--- src/rtl/quad_pkg.sv ---
// Shared definitions for the quadrature decoder slice: FSM states, direction
// encoding, default debounce length, counter width and the 2-bit {A,B} phase
// constants plus the forward-successor helper.
// Latency: n/a (package). Backpressure: n/a.
package quad_pkg;

    typedef enum logic {
        ST_INIT  = 1'b0,
        ST_TRACK = 1'b1
    } state_t;

    localparam logic DIR_FWD = 1'b1;
    localparam logic DIR_REV = 1'b0;

    localparam int DEBOUNCE_CYCLES_DEF = 4;
    localparam int CNT_W               = 8;

    // {A,B} quadrature phases
    localparam logic [1:0] QS_00 = 2'b00;
    localparam logic [1:0] QS_01 = 2'b01;
    localparam logic [1:0] QS_11 = 2'b11;
    localparam logic [1:0] QS_10 = 2'b10;

    // Forward order is 00 -> 01 -> 11 -> 10 -> 00.
    function automatic logic [1:0] fwd_next(input logic [1:0] s);
        case (s)
            QS_00:   return QS_01;
            QS_01:   return QS_11;
            QS_11:   return QS_10;
            default: return QS_00;
        endcase
    endfunction

endpackage

--- src/rtl/quad_encoder_decoder_if.sv ---
// Signal bundle between an encoder front end and the quadrature decoder.
// Latency: n/a (wiring only). Backpressure: none, inputs are sampled every cycle.
// master drives the raw channels and controls; slave (the decoder) drives step/dir/err.
interface quad_encoder_decoder_if;
    logic enc_a;    // raw channel A, asynchronous to clk
    logic enc_b;    // raw channel B, asynchronous to clk
    logic en;       // step enable
    logic err_clr;  // clears sticky err
    logic step;     // one-cycle pulse per legal transition
    logic dir;      // 1 = forward, 0 = reverse
    logic err;      // sticky illegal-transition flag

    modport master (
        output enc_a, enc_b, en, err_clr,
        input  step, dir, err
    );

    modport slave (
        input  enc_a, enc_b, en, err_clr,
        output step, dir, err
    );
endinterface

--- src/rtl/enc_debounce.sv ---
// One encoder channel: 2-flop synchronizer, debounce counter and filtered value.
// Latency: raw change stable from sample edge 1 -> filt updates at edge 2+DEBOUNCE_CYCLES.
// Backpressure: none; ports clk, rst (sync, active-low), raw in, filt/settled out.
module enc_debounce
    import quad_pkg::*;
#(
    parameter int DEBOUNCE_CYCLES = DEBOUNCE_CYCLES_DEF
) (
    input  logic clk,
    input  logic rst,
    input  logic raw,
    output logic filt,
    output logic settled
);

    // The edge that would bring the count to DEBOUNCE_CYCLES is the one that
    // commits the new value, so we compare against DEBOUNCE_CYCLES-1.
    localparam logic [CNT_W-1:0] CNT_LAST = CNT_W'(DEBOUNCE_CYCLES - 1);

    logic             sync1_q, sync2_q;
    logic             filt_q, filt_d;
    logic [CNT_W-1:0] cnt_q, cnt_d;
    logic [1:0]       prime_q, prime_d;

    always_comb begin
        filt_d  = filt_q;
        cnt_d   = '0;
        prime_d = {prime_q[0], 1'b1};
        if (sync2_q != filt_q) begin
            if (cnt_q == CNT_LAST) begin
                filt_d = sync2_q;
            end else begin
                cnt_d = cnt_q + 1'b1;
            end
        end
    end

    always_ff @(posedge clk) begin
        if (!rst) begin
            sync1_q <= 1'b0;
            sync2_q <= 1'b0;
            filt_q  <= 1'b0;
            cnt_q   <= '0;
            prime_q <= '0;
        end else begin
            sync1_q <= raw;
            sync2_q <= sync1_q;
            filt_q  <= filt_d;
            cnt_q   <= cnt_d;
            prime_q <= prime_d;
        end
    end

    assign filt = filt_q;

    // Zero count alone is true straight out of reset, before the pin has even
    // reached sync2. prime_q holds settled off until the synchronizer carries a
    // real sample, so the decoder latches the pin's true level, not the reset 0.
    assign settled = prime_q[1] && (cnt_q == '0) && (sync2_q == filt_q);

endmodule

--- src/rtl/quad_encoder_decoder.sv ---
// Quadrature decoder: debounced A/B channels feed an INIT/TRACK FSM emitting step/dir/err.
// Latency: raw edge sampled at edge 1 -> step high in the cycle after edge 3+DEBOUNCE_CYCLES.
// Backpressure: none; ports clk, rst (sync, active-low) and the slave side of quad_encoder_decoder_if.
module quad_encoder_decoder
    import quad_pkg::*;
#(
    parameter int DEBOUNCE_CYCLES = DEBOUNCE_CYCLES_DEF
) (
    input  logic                   clk,
    input  logic                   rst,
    quad_encoder_decoder_if.slave  bus
);

    logic       filt_a, filt_b;
    logic       settled_a, settled_b;
    logic [1:0] cur;

    state_t     state_q, state_d;
    logic [1:0] prev_q, prev_d;
    logic       step_q, step_d;
    logic       dir_q, dir_d;
    logic       err_q, err_d;

    enc_debounce #(.DEBOUNCE_CYCLES(DEBOUNCE_CYCLES)) u_deb_a (
        .clk     (clk),
        .rst     (rst),
        .raw     (bus.enc_a),
        .filt    (filt_a),
        .settled (settled_a)
    );

    enc_debounce #(.DEBOUNCE_CYCLES(DEBOUNCE_CYCLES)) u_deb_b (
        .clk     (clk),
        .rst     (rst),
        .raw     (bus.enc_b),
        .filt    (filt_b),
        .settled (settled_b)
    );

    assign cur = {filt_a, filt_b};

    always_comb begin
        state_d = state_q;
        prev_d  = prev_q;
        step_d  = 1'b0;
        dir_d   = dir_q;
        err_d   = err_q;

        // Clear first so a simultaneous illegal transition below wins.
        if (bus.err_clr) begin
            err_d = 1'b0;
        end

        case (state_q)
            ST_INIT: begin
                if (settled_a && settled_b) begin
                    prev_d  = cur;
                    state_d = ST_TRACK;
                end
            end
            ST_TRACK: begin
                prev_d = cur;
                if (cur == ~prev_q) begin
                    // Both phases moved at once: direction unknowable.
                    err_d = 1'b1;
                end else if (cur != prev_q) begin
                    dir_d  = (cur == fwd_next(prev_q)) ? DIR_FWD : DIR_REV;
                    // With very short debounce the two channels can commit on
                    // back-to-back edges; the second pulse is dropped so the
                    // counter enable never stays high for two cycles.
                    step_d = bus.en && !step_q;
                end
            end
            default: state_d = ST_INIT;
        endcase
    end

    always_ff @(posedge clk) begin
        if (!rst) begin
            state_q <= ST_INIT;
            prev_q  <= QS_00;
            step_q  <= 1'b0;
            dir_q   <= 1'b0;
            err_q   <= 1'b0;
        end else begin
            state_q <= state_d;
            prev_q  <= prev_d;
            step_q  <= step_d;
            dir_q   <= dir_d;
            err_q   <= err_d;
        end
    end

    assign bus.step = step_q;
    assign bus.dir  = dir_q;
    assign bus.err  = err_q;

endmodule

--- src/flat_wrapper.sv ---
// flat-port wrapper written by rule: the top's interface ports become plain ports
module quad_encoder_decoder_flat import quad_pkg::*;
#(
    parameter int DEBOUNCE_CYCLES = DEBOUNCE_CYCLES_DEF
)
  (clk, rst, bus_enc_a, bus_enc_b, bus_en, bus_err_clr, bus_step, bus_dir, bus_err);
  quad_encoder_decoder_if bus_i ();
  input  logic clk;
  input  logic rst;
  input wire logic [$bits(bus_i.enc_a)-1:0] bus_enc_a;
  input wire logic [$bits(bus_i.enc_b)-1:0] bus_enc_b;
  input wire logic [$bits(bus_i.en)-1:0] bus_en;
  input wire logic [$bits(bus_i.err_clr)-1:0] bus_err_clr;
  output wire logic [$bits(bus_i.step)-1:0] bus_step;
  output wire logic [$bits(bus_i.dir)-1:0] bus_dir;
  output wire logic [$bits(bus_i.err)-1:0] bus_err;
  assign bus_i.enc_a = bus_enc_a;
  assign bus_i.enc_b = bus_enc_b;
  assign bus_i.en = bus_en;
  assign bus_i.err_clr = bus_err_clr;
  assign bus_step = bus_i.step;
  assign bus_dir = bus_i.dir;
  assign bus_err = bus_i.err;
  quad_encoder_decoder #(.DEBOUNCE_CYCLES(DEBOUNCE_CYCLES)) u_core (.clk(clk), .rst(rst), .bus(bus_i));
endmodule
--- config.mk ---
export PLATFORM = sky130hd
export DESIGN_NAME = quad_encoder_decoder_flat
export DESIGN_NICKNAME = d
export VERILOG_FILES = /design/src/rtl/quad_pkg.sv /design/src/rtl/quad_encoder_decoder_if.sv /design/src/rtl/enc_debounce.sv /design/src/rtl/quad_encoder_decoder.sv /design/src/flat_wrapper.sv
export SDC_FILE = /design/constraint.sdc
export NUM_CORES = 1
export LEC_CHECK = 0
export ABC_AREA = 1
export BUFFER_PORTS_ARGS = -buffer_cell sky130_fd_sc_hd__buf_4
export CAP_MARGIN = 10
export CORE_AREA = 4 4 57 59
export CTS_BUF_LIST = sky130_fd_sc_hd__clkbuf_4
export DETAILED_ROUTE_END_ITERATION = 10
export DIE_AREA = 0 0 61 63
export SETUP_SLACK_MARGIN = 0.2
export SLEW_MARGIN = 20
export SYNTH_ARGS = -nofsm -noshare
export SYNTH_HDL_FRONTEND = slang
export SYNTH_SLANG_ARGS = --single-unit
--- constraint.sdc ---
create_clock -name clk -period 1.9 [get_ports clk]
set_clock_uncertainty 0.2 [all_clocks]
set_input_delay 0.095 -clock clk [delete_from_list [all_inputs] [get_ports clk]]
set_output_delay 0.095 -clock clk [all_outputs]
set_load 0.03 [all_outputs]
==> summary.md <==
The die is 61 um wide. The worst slew margin relative to its limit came out at 0.8390. The run gives 30 as the clock sink count. After clock tree synthesis, the clock-pin slew on the worst setup and hold paths is 80 ps. The total track usage is 0.1460.

Static timing analysis puts the maximum clock frequency at 688.0 MHz. Once placement completed, the tool counted placed cells totaling 209. The critical path is of the flip-flop to flip-flop type. The detail route stage leaves a number of antenna-violating nets equal to 0.

The measured slew at the worst slew-check pin is 240.2 ps, and the die boundary height is 63 um. The placeable core region is 2710 sq um, and the number of buffers inserted during clock tree synthesis is 5. The compound-cell area share of the yosys netlist was 0.04419. The xor/xnor cell area share of the yosys netlist was 0.07397. At the later pin of the worst-skew pair, clock insertion delay measures 330 ps. Area fraction of the dominant cell type after synthesis: 0.4611.

The class of the tightest hold or removal check was flip-flop to flip-flop. The share of cell area taken by muxes after synthesis is 0, and the overall via count from detail_route is 1,031. After detailed routing, the average wire length per cell comes to 9.996 um.

The via density per instance is 4.603, and the final count of negative-setup-slack endpoints is 0. The biggest area contributor in the post-synthesis netlist is sky130_fd_sc_hd__dfxtp_1. The violation count after the first detailed-route iteration came out at 27. The most common cell in the synthesized netlist is sky130_fd_sc_hd__nand2_1. The finished layout holds 224 standard cells, fillers aside. Proportion of layout cells with a drive suffix above 1: 0.1399.

For the initial standard-cell utilization of the core, the log shows 0.4806. The run finished with clean final reports. The tools report the register area share after synthesis as 0.4611. By area the synthesized netlist is led by sky130_fd_sc_hd__dfxtp_1 (46%), sky130_fd_sc_hd__nand2_1 (9.2%), sky130_fd_sc_hd__nor2_1 (8.6%).

The analysis attributes to cell leakage a power of 0.6595 nW. Synthesis produced 171 cells. Among all flip-flop cells after synthesis, the most frequent one is sky130_fd_sc_hd__dfxtp_1. For this run, the detailed router's first-pass iteration total came to 2.

The adder-cell area share of the yosys netlist is 0.03842, and the hold violation count in the final report is 0. The routed design could run at a clock period as short as 1454 ps. After synthesis, the most frequently instantiated cells are sky130_fd_sc_hd__nand2_1 (32), sky130_fd_sc_hd__dfxtp_1 (30), sky130_fd_sc_hd__nor2_1 (30), sky130_fd_sc_hd__inv_1 (26), sky130_fd_sc_hd__nand3_1 (10).

The worst setup path is captured at a flip-flop. The post-synthesis instance area is 1302 sq um. The die covers 3843 sq um. The final global-route overflow total is 0. The total of flip-flops plus latches after synthesis came out at 30. At the end of the flow, the number of nets in the layout was 202. Setup repair after global routing left no endpoint under its margin. Arrival time at the worst endpoint: 1470 ps. For the count of inserted antenna diode cells, the log shows 0. The wire-length estimate of the detail-placed layout is 1.640 mm. The tools report the remaining routing DRC violations as 0.

The area growth from synthesis to layout is 16.43%. Root buffer selected by CTS: sky130_fd_sc_hd__clkbuf_4. The tools report the count of final max-slew check failures as 0.

By area, the combinational part of the netlist is dominated by simple AND/OR/NAND/NOR gates. The number of nets in the synthesized netlist came out at 181. The sequential cells in the finished layout cover a total of 600.6 sq um. The final design utilization is 0.5596, and the final setup TNS is 0 ps. The tool flagged a number of max-cap violations equal to 0.

The tools report the via count of the first global-routing pass as 1,005. In this run the core area contains 19 standard-cell rows. The pin count of the biggest net entering global routing is 15, and the count of fill cells added during filler insertion is 280. A synthesized cell averages 7.617 sq um. Share of the cycle needed by the critical path after routing: 0.7650.

Summing all multi-input logic gate instances after layout gives 588.1 sq um. The final wirelength was 2.239 mm; the global-route wire length before repair was 4.195 mm. The clock passes through at most 2 buffers.

The share of synthesized flip-flops with an asynchronous set or reset is 0, and the H-tree level count is 2. The worst setup path is launched from a flip-flop. For this design the ratio of total power to cell area is 721.1 nW/um^2. The number of distinct standard cells referenced by the synthesized netlist is 21, and the initial antenna violation count is 0. Routability-driven placement finished with a final weighted congestion of 0.7996. The largest registers in the layout are u_core.u_deb_a.cnt_q (8), u_core.u_deb_b.cnt_q (8), u_core.prev_q (2). For this run, the number of Yosys warnings is 0. TritonCTS built the clock tree.

Along the worst path, the maximum fanout reaches 4. Data on the critical path is required at its endpoint by 1920 ps. The area fraction in and, or, nand and nor cells after synthesis came out at 0.2930. Counting flops with a built-in enable in the synthesized netlist gives 0. The worst-case IR drop observed on VDD is 0.6208 mV. 9 I/O pins were placed. Buffers placed on the I/O ports in this run total 8.
## through the flow
stage          hold slack (ps)  total power [W]  instance area [sq um]  setup slack, ps
2_1_floorplan           -77.28        0.0007165                   1303            536.8
3_5_place_dp             84.35        0.0007353                   1390            337.0
3_3_place_gp             75.37        0.0007339                   1390            434.7
4_1_cts                  221.2         0.001114                   1514            327.4
5_1_grt                  239.4         0.001165                   1516            296.5
6_report                 218.0         0.001094                   1516            446.4
## layout make-up
cell class / count / area share
multi-input cells: 112 / 0.3878
well taps: 31 / 0.02558
repair buffers: 15 / 0.08581
inverters: 28 / 0.06931
clock inverters: 2 / 0.005776
clock buffers: 6 / 0.02970
flip-flops and latches: 30 / 0.3960
## path summary, 6_finish.rpt
check | startpoint | endpoint | slack, ps | depth (start not counted)
max | u_core.u_deb_b.cnt_q[0] | u_core.u_deb_b.cnt_q[6] | 450 | 5
min | u_core.u_deb_b.prime_q[0] | u_core.u_deb_a.prime_q[1] | 220 | 2
max reg2reg | u_core.u_deb_b.cnt_q[0] | u_core.u_deb_b.cnt_q[6] | 450 | 5
min reg2reg | u_core.u_deb_b.prime_q[0] | u_core.u_deb_a.prime_q[1] | 220 | 2
## cells in the final DEF, fill, tap and decap left out
| cell type | count |
|---|---|
| sky130_fd_sc_hd__xor2_1 | 8 |
| sky130_fd_sc_hd__clkinv_1 | 1 |
| sky130_fd_sc_hd__nand3_2 | 1 |
| sky130_fd_sc_hd__buf_4 | 8 |
| sky130_fd_sc_hd__nand2_2 | 4 |
| sky130_fd_sc_hd__clkinv_2 | 1 |
| sky130_fd_sc_hd__xnor2_1 | 3 |
| sky130_fd_sc_hd__nand2_1 | 31 |
| sky130_fd_sc_hd__o21ai_0 | 3 |
| sky130_fd_sc_hd__nor3_1 | 2 |
| sky130_fd_sc_hd__dlygate4sd3_1 | 7 |
| sky130_fd_sc_hd__ha_1 | 4 |
| sky130_fd_sc_hd__a31oi_1 | 1 |
| sky130_fd_sc_hd__dfxtp_1 | 30 |
| sky130_fd_sc_hd__inv_2 | 2 |
| sky130_fd_sc_hd__inv_1 | 26 |
| sky130_fd_sc_hd__nor2_2 | 3 |
| sky130_fd_sc_hd__nand4_1 | 3 |
| sky130_fd_sc_hd__clkbuf_4 | 6 |
| sky130_fd_sc_hd__nor3b_2 | 1 |
| sky130_fd_sc_hd__nand3_1 | 10 |
| sky130_fd_sc_hd__o22ai_1 | 1 |
| sky130_fd_sc_hd__nor2_1 | 30 |
| sky130_fd_sc_hd__a21oi_1 | 6 |
| sky130_fd_sc_hd__nor3_2 | 1 |
## logic make-up after synthesis
group           Yosys count
compound gates           11
xor+xnor                 11
fa+ha+maj                 4
buf+inv                  29
flops                    30
simple gates             86
## worst max-delay path: stages, from the launching register on
cell and delay (ps):
sky130_fd_sc_hd__dfxtp_1 380, sky130_fd_sc_hd__ha_1 230, sky130_fd_sc_hd__nand3_1 120, sky130_fd_sc_hd__nor3_1 210, sky130_fd_sc_hd__xnor2_1 150, sky130_fd_sc_hd__nor2_1 60
## per-layer routing
layer	vias to the layer above	track usage	part of all wire
li1	571	-	-
met5	-	0	0
met2	11	0.2206	0.47
met3	6	0.06198	0.042
met4	0	0.06504	0.025
met1	443	0.1761	0.47
## where the power goes
| part | switching, W | total (W) | internal, W |
|---|---|---|---|
| Clock | 0.000209 | 0.000362 | 0.000153 |
| Sequential | 0.00000835 | 0.000651 | 0.000643 |
| Combinational | 0.0000416 | 0.0000806 | 0.0000390 |
| Total | 0.000259 | 0.00109 | 0.000835 |
## what timing repair did
item | CTS | global route
setup buffers | 0 | 0
gates resized for setup | 0 | 1
hold endpoints to repair | 16 | 0
hold buffers | 7 | 0
setup endpoints to repair | 0 | 1
Note: power is estimated with default switching activity, not from simulation.
